$ cat src/rtl/counter_enable_gen.sv
`default_nettype none
// ============================================================================
//  Module   : counter_enable_gen
//  Purpose  : Prescaled enable-strobe generator with continuous/burst modes
//             and a start/stop run-control FSM, feeding a counter's enable.
//  Revision : 1.0  initial release
// ============================================================================
module counter_enable_gen #(
    parameter int PRESCALE_W = 8,
    parameter int BURST_W    = 4
) (
    input  logic                  clock,
    input  logic                  reset,
    input  logic                  start,
    input  logic                  stop,
    input  logic                  mode,
    input  logic [PRESCALE_W-1:0] prescale,
    input  logic [BURST_W-1:0]    burst_len,
    output logic                  enable,
    output logic                  busy,
    output logic                  done,
    output logic [BURST_W-1:0]    tick_count
);

    localparam logic [PRESCALE_W-1:0] c_PCNT_ONE = {{(PRESCALE_W-1){1'b0}}, 1'b1};
    localparam logic [BURST_W-1:0]    c_TICK_ONE = {{(BURST_W-1){1'b0}}, 1'b1};

    typedef enum logic [0:0] {
        S_IDLE = 1'b0,
        S_RUN  = 1'b1
    } state_t;

    state_t                  r_state;
    logic                    r_mode;
    logic [PRESCALE_W-1:0]   r_prescale;
    logic [BURST_W-1:0]      r_burst_len;
    logic [PRESCALE_W-1:0]   r_pcnt;
    logic                    r_enable;
    logic                    r_busy;
    logic                    r_done;
    logic [BURST_W-1:0]      r_tick_count;

    logic                    w_strobe_due;
    logic                    w_last_strobe;
    logic [BURST_W-1:0]      w_last_tick;

    // A burst length of 0 wraps to all-ones here, giving 2^BURST_W strobes.
    assign w_last_tick   = r_burst_len - c_TICK_ONE;
    assign w_strobe_due  = (r_pcnt == r_prescale);
    assign w_last_strobe = r_mode && (r_tick_count == w_last_tick);

    always_ff @(posedge clock or posedge reset) begin
        if (reset) begin
            r_state      <= S_IDLE;
            r_mode       <= 1'b0;
            r_prescale   <= '0;
            r_burst_len  <= '0;
            r_pcnt       <= '0;
            r_enable     <= 1'b0;
            r_busy       <= 1'b0;
            r_done       <= 1'b0;
            r_tick_count <= '0;
        end else begin
            case (r_state)
                S_IDLE: begin
                    r_enable <= 1'b0;
                    r_done   <= 1'b0;
                    if (start && !stop) begin
                        r_mode       <= mode;
                        r_prescale   <= prescale;
                        r_burst_len  <= burst_len;
                        r_pcnt       <= '0;
                        r_tick_count <= '0;
                        r_busy       <= 1'b1;
                        r_state      <= S_RUN;
                    end
                end
                S_RUN: begin
                    if (stop) begin
                        // Abort wins over a strobe due on the same edge.
                        r_enable <= 1'b0;
                        r_busy   <= 1'b0;
                        r_done   <= 1'b1;
                        r_state  <= S_IDLE;
                    end else if (w_strobe_due) begin
                        r_enable     <= 1'b1;
                        r_pcnt       <= '0;
                        r_tick_count <= r_tick_count + c_TICK_ONE;
                        if (w_last_strobe) begin
                            r_done  <= 1'b1;
                            r_busy  <= 1'b0;
                            r_state <= S_IDLE;
                        end else begin
                            r_done  <= 1'b0;
                        end
                    end else begin
                        r_pcnt   <= r_pcnt + c_PCNT_ONE;
                        r_enable <= 1'b0;
                        r_done   <= 1'b0;
                    end
                end
                default: begin
                    r_state  <= S_IDLE;
                    r_enable <= 1'b0;
                    r_busy   <= 1'b0;
                    r_done   <= 1'b0;
                end
            endcase
        end
    end

    assign enable     = r_enable;
    assign busy       = r_busy;
    assign done       = r_done;
    assign tick_count = r_tick_count;

endmodule
`default_nettype wire

$ cat config.mk
export PLATFORM = sky130hd
export DESIGN_NAME = counter_enable_gen
export DESIGN_NICKNAME = d
export VERILOG_FILES = /design/src/rtl/counter_enable_gen.sv
export SDC_FILE = /design/constraint.sdc
export NUM_CORES = 1
export LEC_CHECK = 0
export CORE_MARGIN = 1
export CORE_UTILIZATION = 52
export CTS_CLUSTER_DIAMETER = 150
export DETAILED_ROUTE_END_ITERATION = 12
export GPL_TIMING_DRIVEN = 0
export PLACE_DENSITY = 0.77
export SYNTH_ARGS = -nofsm -noshare
export SYNTH_HDL_FRONTEND = slang
export SYNTH_SLANG_ARGS = --single-unit
$ cat constraint.sdc
create_clock -name clock -period 1.9 [get_ports clock]
set_clock_uncertainty 0.05 [all_clocks]
set_input_delay 0.475 -clock clock [delete_from_list [all_inputs] [get_ports clock]]
set_output_delay 0.475 -clock clock [all_outputs]
set_load 0.01 [all_outputs]
==> impl_metrics.csv, run 1 <==
group,metric,value,unit
sta,drv_slew,0,
logic_synthesis,synth_ff_type,"dfrtp_1",
detailed_routing,vias,1131,
clocking,clk_pin_slew,0.09,ns
placement,place_area,0.00174,mm²
detailed_routing,first_iter_violations,39,
clocking,clock-sinks,29,
clocking,cts_htree_levels,2,
finish,finalNetCount,186,
finish,final_cells,196,
finish,fill_cells,199,
power_and_ir_drop,p_sw,0.486,mW
floorplan,num_io_pins,24,
clocking,cts_tree,"done",
finish,seq_area,729,µm²
sta,worstMarginPinSlew,1.08,ns
clocking,hold_buffers,0,
sta,finalSetupViolations,0,
logic_synthesis,synth_common_cells,"dfrtp_1, xnor2_1, mux2_2",
power_and_ir_drop,fin_total_pwr,1.61,mW
clocking,cts_root_buf,"clkbuf_4",
logic_synthesis,synthDistinctLibCells,32,
logic_synthesis,synthTopCellsByArea,"dfrtp_1, mux2_2, xnor2_1",
power_and_ir_drop,worst_ir_drop_vdd,760,µV
power_and_ir_drop,swShare,0.303,
critical_path,crit_required,1.37,ns
logic_synthesis,syn_area_per_cell,11.3,µm²
detailed_routing,drcViolationCount,0,
detailed_routing,routedWlPerCell,15.1,µm
detailed_routing,dr.pass1.iters,4,
floorplan,die_x,55.2,µm
power_and_ir_drop,internal_power,1.12,mW
critical_path,path_class,"flip-flop to output pin",
sta,relSlewSlack,0.280,
critical_path,ff2ff_setup_slack,0.08,ns
finish,stdcell_area,0.00187,mm²
sta,grt_setup_unrepaired,"yes",
power_and_ir_drop,clockPowerShare,0.239,
floorplan,rows,18,
critical_path,crit_path_top_delay_cell,"clkdlybuf4s50_1",
sta,fin_ws,0.0554,ns
global_route,grt-ovfl-total,0,
global_route,track_usage,0.234,
logic_synthesis,yosysSeqAreaShare,0.494,
logic_synthesis,synth-edff-count,0,
job,drv_cap,0,
critical_path,cp-start-kind,"flip-flop",
sta,period_share,0.971,
logic_synthesis,synth_fp_nets,150,
status,status,"complete, no violations",
finish,diodes,0,
power_and_ir_drop,p_leak,0.795,nW
detailed_routing,via_per_inst,5.77,
logic_synthesis,ys_ff_latch,29,
clocking,clock_path_buffers,2,
detailed_routing,wl,2960,µm
floorplan,die_area,0.00304,mm²
hold_path,worstHoldPathType,"flip-flop to flip-flop",
logic_synthesis,synthArstFlopShare,1.00,
critical_path,end_kind,"output pin",
placement,dp_slack,-0.433,ns
critical_path,path_buf_inv,1,
sta,fin_setup_tns,0,ns
logic_synthesis,synth_top_area_frac,0.494,
global_route,grt_pass1_vias,1041,
finish,area_growth,27.2,%
logic_synthesis,netlist_area,0.00147,mm²
placement,hpwl,2150,µm
logic_synthesis,syn_inst,130,
clocking,numCtsBuffers,5,
floorplan,die_h,55.2,µm
detailed_routing,route.antenna.remaining_nets,0,
critical_path,cp_max_fo,6,
power_and_ir_drop,combPwrFrac,0.268,
floorplan,start_util,0.573,
critical_path,slowest_delay,0.56,ns
floorplan,floorplan.core_area,0.00257,mm²
placement,gp_congestion,0.811,
critical_path,path_cells,"clkdlybuf4s50_1",
clocking,insertion_delay,0.33,ns
placement,port_buffers,23,
sta,fin_crit,1.84,ns
global_route,grt_antenna_before_repair,0,
global_route,grt_max_degree,30,
power_and_ir_drop,powerDensity,858,mW/mm²
sta,max_freq,542,MHz
logic_synthesis,yosysWarnings,0,
placement,dp_cells,183,
power_and_ir_drop,sequentialPowerShare,0.493,
logic_synthesis,synth_largest_area_cell,"dfrtp_1",
global_route,grt_pass1_wl,4680,µm
logic_synthesis,yosysMostFrequentCell,"dfrtp_1",
finish,multi_input_area,718,µm²
finish,layout-drive-gt1-share,0.235,
critical_path,arrival,1.32,ns
critical_path,critPathTopFamily,"buffers and inverters",
sta,hold_violations,0,
-- worst paths after layout --
| path | from | to | cells past startpoint |
|---|---|---|---|
| worst max-delay path | tick_count[1] | tick_count[1] | 1 |
| worst min-delay path | busy | busy | 1 |
| worst max register to register | r_burst_len[0] | busy | 7 |
| worst min register to register | busy | busy | 1 |
| max in group asynchronous | reset | tick_count[2] | 2 |
| min in group asynchronous | reset | r_pcnt[5] | 2 |
-- what timing repair did --
action	CTS	global route
setup buffers	0	6
hold endpoints to repair	0	0
setup endpoints to repair	8	8
gates resized for setup	4	3
pin swaps	1	3
-- placed cells by master (no fill, tap or decap), drive strengths merged, types with 3 or more instances in the layout --
master         synthesis  final
nand3                  4      4
xnor2                 13     13
ha                     3      3
clkdlybuf4s50          0     23
a21oi                  4      4
nor2b                  3      3
nand4                  3      3
o21ai                  8      8
clkbuf                 2      9
inv                    6      6
nand2                  9      9
buf                    1      7
mux2                  11     11
nor2                  10     10
dfrtp                 29     29
a22o                   6      6
-- flip-flops by register name (all words and copies together) (netlist names) --
name,flops
done,1
r_prescale,8
r_pcnt,8
busy,1
r_burst_len,4
r_mode,1
tick_count,4
enable,1
r_state,1
-- through the flow --
stage                      util  hold WS [ns]
final                     0.729         0.472
after global routing      0.729         0.493
after CTS                 0.702         0.473
after detailed placement  0.677         0.453
after global placement    0.677         0.443
after floorplan               -         0.431
-- kinds of logic after synthesis --
family | share of synthesized area
simple gates | 0.124
flops | 0.494
compound gates | 0.139
xor+xnor | 0.0894
mux | 0.0911
buf+inv | 0.0374
fa+ha+maj | 0.0255
-- power by group through the flow --
stage,registers (mW),clock network [mW],logic [mW]
finish,0.792,0.384,0.430
global route,0.805,0.417,0.470
CTS,0.793,0.392,0.383
detailed placement,0.803,0,0.380
global placement,0.798,0,0.362
floorplan,0.785,0,0.262
-- per-layer routing --
layer  part of all wire  up-vias  track usage
met1               0.46      570        0.299
met5                  0        -            0
met2               0.48       25        0.355
met3              0.033        8       0.0574
li1                   -      528            -
met4              0.023        0        0.142
-- layout make-up --
cell class,instances,area share
Clock buffer,7,0.0294
Buffer,3,0.0174
Multi-Input combinational cell,92,0.384
Inverter,6,0.0120
Sequential cell,29,0.390
Tap cell,30,0.0201
Timing Repair Buffer,29,0.147
Power figures use the tool's default switching activity.
==> run 2: changes to the inputs <==
--- a/config.mk
+++ b/config.mk
@@ -6,11 +6,11 @@
 export NUM_CORES = 1
 export LEC_CHECK = 0
 export CORE_MARGIN = 1
-export CORE_UTILIZATION = 52
+export CORE_UTILIZATION = 56
 export CTS_CLUSTER_DIAMETER = 150
 export DETAILED_ROUTE_END_ITERATION = 12
 export GPL_TIMING_DRIVEN = 0
-export PLACE_DENSITY = 0.77
+export PLACE_DENSITY = 0.82
 export SYNTH_ARGS = -nofsm -noshare
 export SYNTH_HDL_FRONTEND = slang
 export SYNTH_SLANG_ARGS = --single-unit
==> constraint.sdc (replaced) <==
create_clock -name clock -period 2.17 [get_ports clock]
set_clock_uncertainty 0.05 [all_clocks]
set_input_delay 0.5425 -clock clock [delete_from_list [all_inputs] [get_ports clock]]
set_output_delay 0.5425 -clock clock [all_outputs]
set_load 0.01 [all_outputs]
==> impl_metrics.csv, run 2 (synthesis gave the netlist of run 1 again) <==
group,metric,value,unit
clocking,clock-sinks,29,
placement,hpwl,2100,µm
finish,layout-drive-gt1-share,0.174,
floorplan,num_io_pins,24,
status,status,"complete, no violations",
global_route,grt_antenna_before_repair,0,
hold_path,worstHoldPathType,"flip-flop to flip-flop",
detailed_routing,drcViolationCount,0,
floorplan,start_util,0.593,
critical_path,path_cells,"clkdlybuf4s50_1 > inv_1 > o21ai_2 > nor2_2 > clkbuf_8 > mux2_2",
critical_path,cp-start-kind,"primary input",
power_and_ir_drop,p_leak,0.763,nW
finish,final_cells,191,
finish,top_regs,"r_pcnt: 8 flops, r_prescale: 8 flops",
sta,relSlewSlack,0.294,
power_and_ir_drop,powerDensity,749,mW/mm²
sta,period_share,0.945,
sta,hold_violations,0,
clocking,insertion_delay,0.33,ns
detailed_routing,wl_met1,1330,µm
detailed_routing,dr.pass1.iters,4,
detailed_routing,route.antenna.remaining_nets,0,
clocking,cts_root_buf,"clkbuf_4",
global_route,grt_pass1_wl,4690,µm
clocking,clk_pin_slew,0.09,ns
sta,grt_setup_unrepaired,"no",
job,drv_cap,0,
sta,max_freq,487,MHz
critical_path,slowest_delay,0.46,ns
power_and_ir_drop,worst_ir_drop_vdd,657,µV
finish,diodes,0,
clocking,postCtsSetupBuffers,0,
sta,finalSetupViolations,0,
clocking,numCtsBuffers,5,
sta,drv_slew,0,
clocking,cts_tree,"done",
finish,area_growth,22.9,%
finish,most-common-layout-cells,"dfrtp_1, clkdlybuf4s50_1, xnor2_1",
sta,whs,0.472,ns
floorplan,die_area,0.00283,mm²
critical_path,cp_max_fo,10,
floorplan,rows,18,
clocking,clock_path_buffers,2,
detailed_routing,routedWlPerCell,15.2,µm
clocking,cts_htree_levels,2,
placement,dp_cells,183,
critical_path,end_kind,"flip-flop",
global_route,grt-ovfl-total,0,
placement,place_area,0.00174,mm²
detailed_routing,vias,1062,
floorplan,die_x,53.2,µm
floorplan,floorplan.core_area,0.00248,mm²
finish,finalNetCount,180,
sta,worstMarginPinSlew,1.06,ns
global_route,track_usage,0.242,
detailed_routing,top_layer,"met4",
placement,port_buffers,23,
clocking,post_cts_resized,0,
clocking,hold_buffers,0,
finish,fill_cells,186,
finish,stdcell_area,0.00181,mm²
global_route,grt_max_degree,30,
placement,gp_congestion,0.814,
critical_path,path_class,"primary input to flip-flop",
detailed_routing,first_iter_violations,24,
detailed_routing,wl_met3,117,µm
sta,fin_crit,2.05,ns
floorplan,die_h,53.2,µm
global_route,grt_pass1_vias,1029,
finish,final_common_cell,"dfrtp_1",
critical_path,crit_required,2.33,ns
sta,fin_setup_tns,0,ns
critical_path,crit_path_top_delay_cell,"clkdlybuf4s50_1",
detailed_routing,via_per_inst,5.56,
critical_path,arrival,2.21,ns
detailed_routing,wl,2910,µm
detailed_routing,wl_met2,1430,µm
run 2: routing by layer:
layer / up-vias / GRT usage
met5: - / 0
met3: 5 / 0.0603
met4: 0 / 0.105
met2: 23 / 0.390
met1: 517 / 0.302
li1: 517 / -
run 2: where the power goes:
part	internal, mW	switching [mW]
clock network	0.129	0.182
logic	0.190	0.160
registers	0.614	0.0788
total	0.933	0.420
run 2: path summary, 6_finish.rpt:
kind,startpoint,end,depth (start not counted),slack [ns]
min in group asynchronous,reset,done,2,0.72
min reg2reg,busy,busy,1,0.47
max reg2reg,r_burst_len[0],busy,7,0.21
min,busy,busy,1,0.47
max in group asynchronous,reset,r_prescale[7],2,0.71
max,stop,r_prescale[0],6,0.12
run 2: final cells by class:
cell class / instances / area (µm²) / share of cell area
Buffer: 3 / 32.5 / 0.0180
Clock buffer: 8 / 48.8 / 0.0270
Inverter: 6 / 22.5 / 0.0125
Multi-Input combinational cell: 92 / 709 / 0.393
Sequential cell: 29 / 726 / 0.402
Tap cell: 30 / 37.5 / 0.0208
Timing Repair Buffer: 23 / 230 / 0.127
run 2: worst max-delay path, delay by kind of cell:
kind / cells / cell delay (ns)
compound gates: 1 / 0.11
buf+inv: 3 / 0.87
simple gates: 1 / 0.35
mux: 1 / 0.33
run 2: stage by stage:
stage	setup WS [ns]	total power, mW	util
after floorplan	0.415	0.917	-
after global routing	0.00643	1.42	0.729
final	0.119	1.35	0.729
after detailed placement	-0.246	1.03	0.702
after global placement	-0.228	1.01	0.702
after CTS	0.0933	1.34	0.721
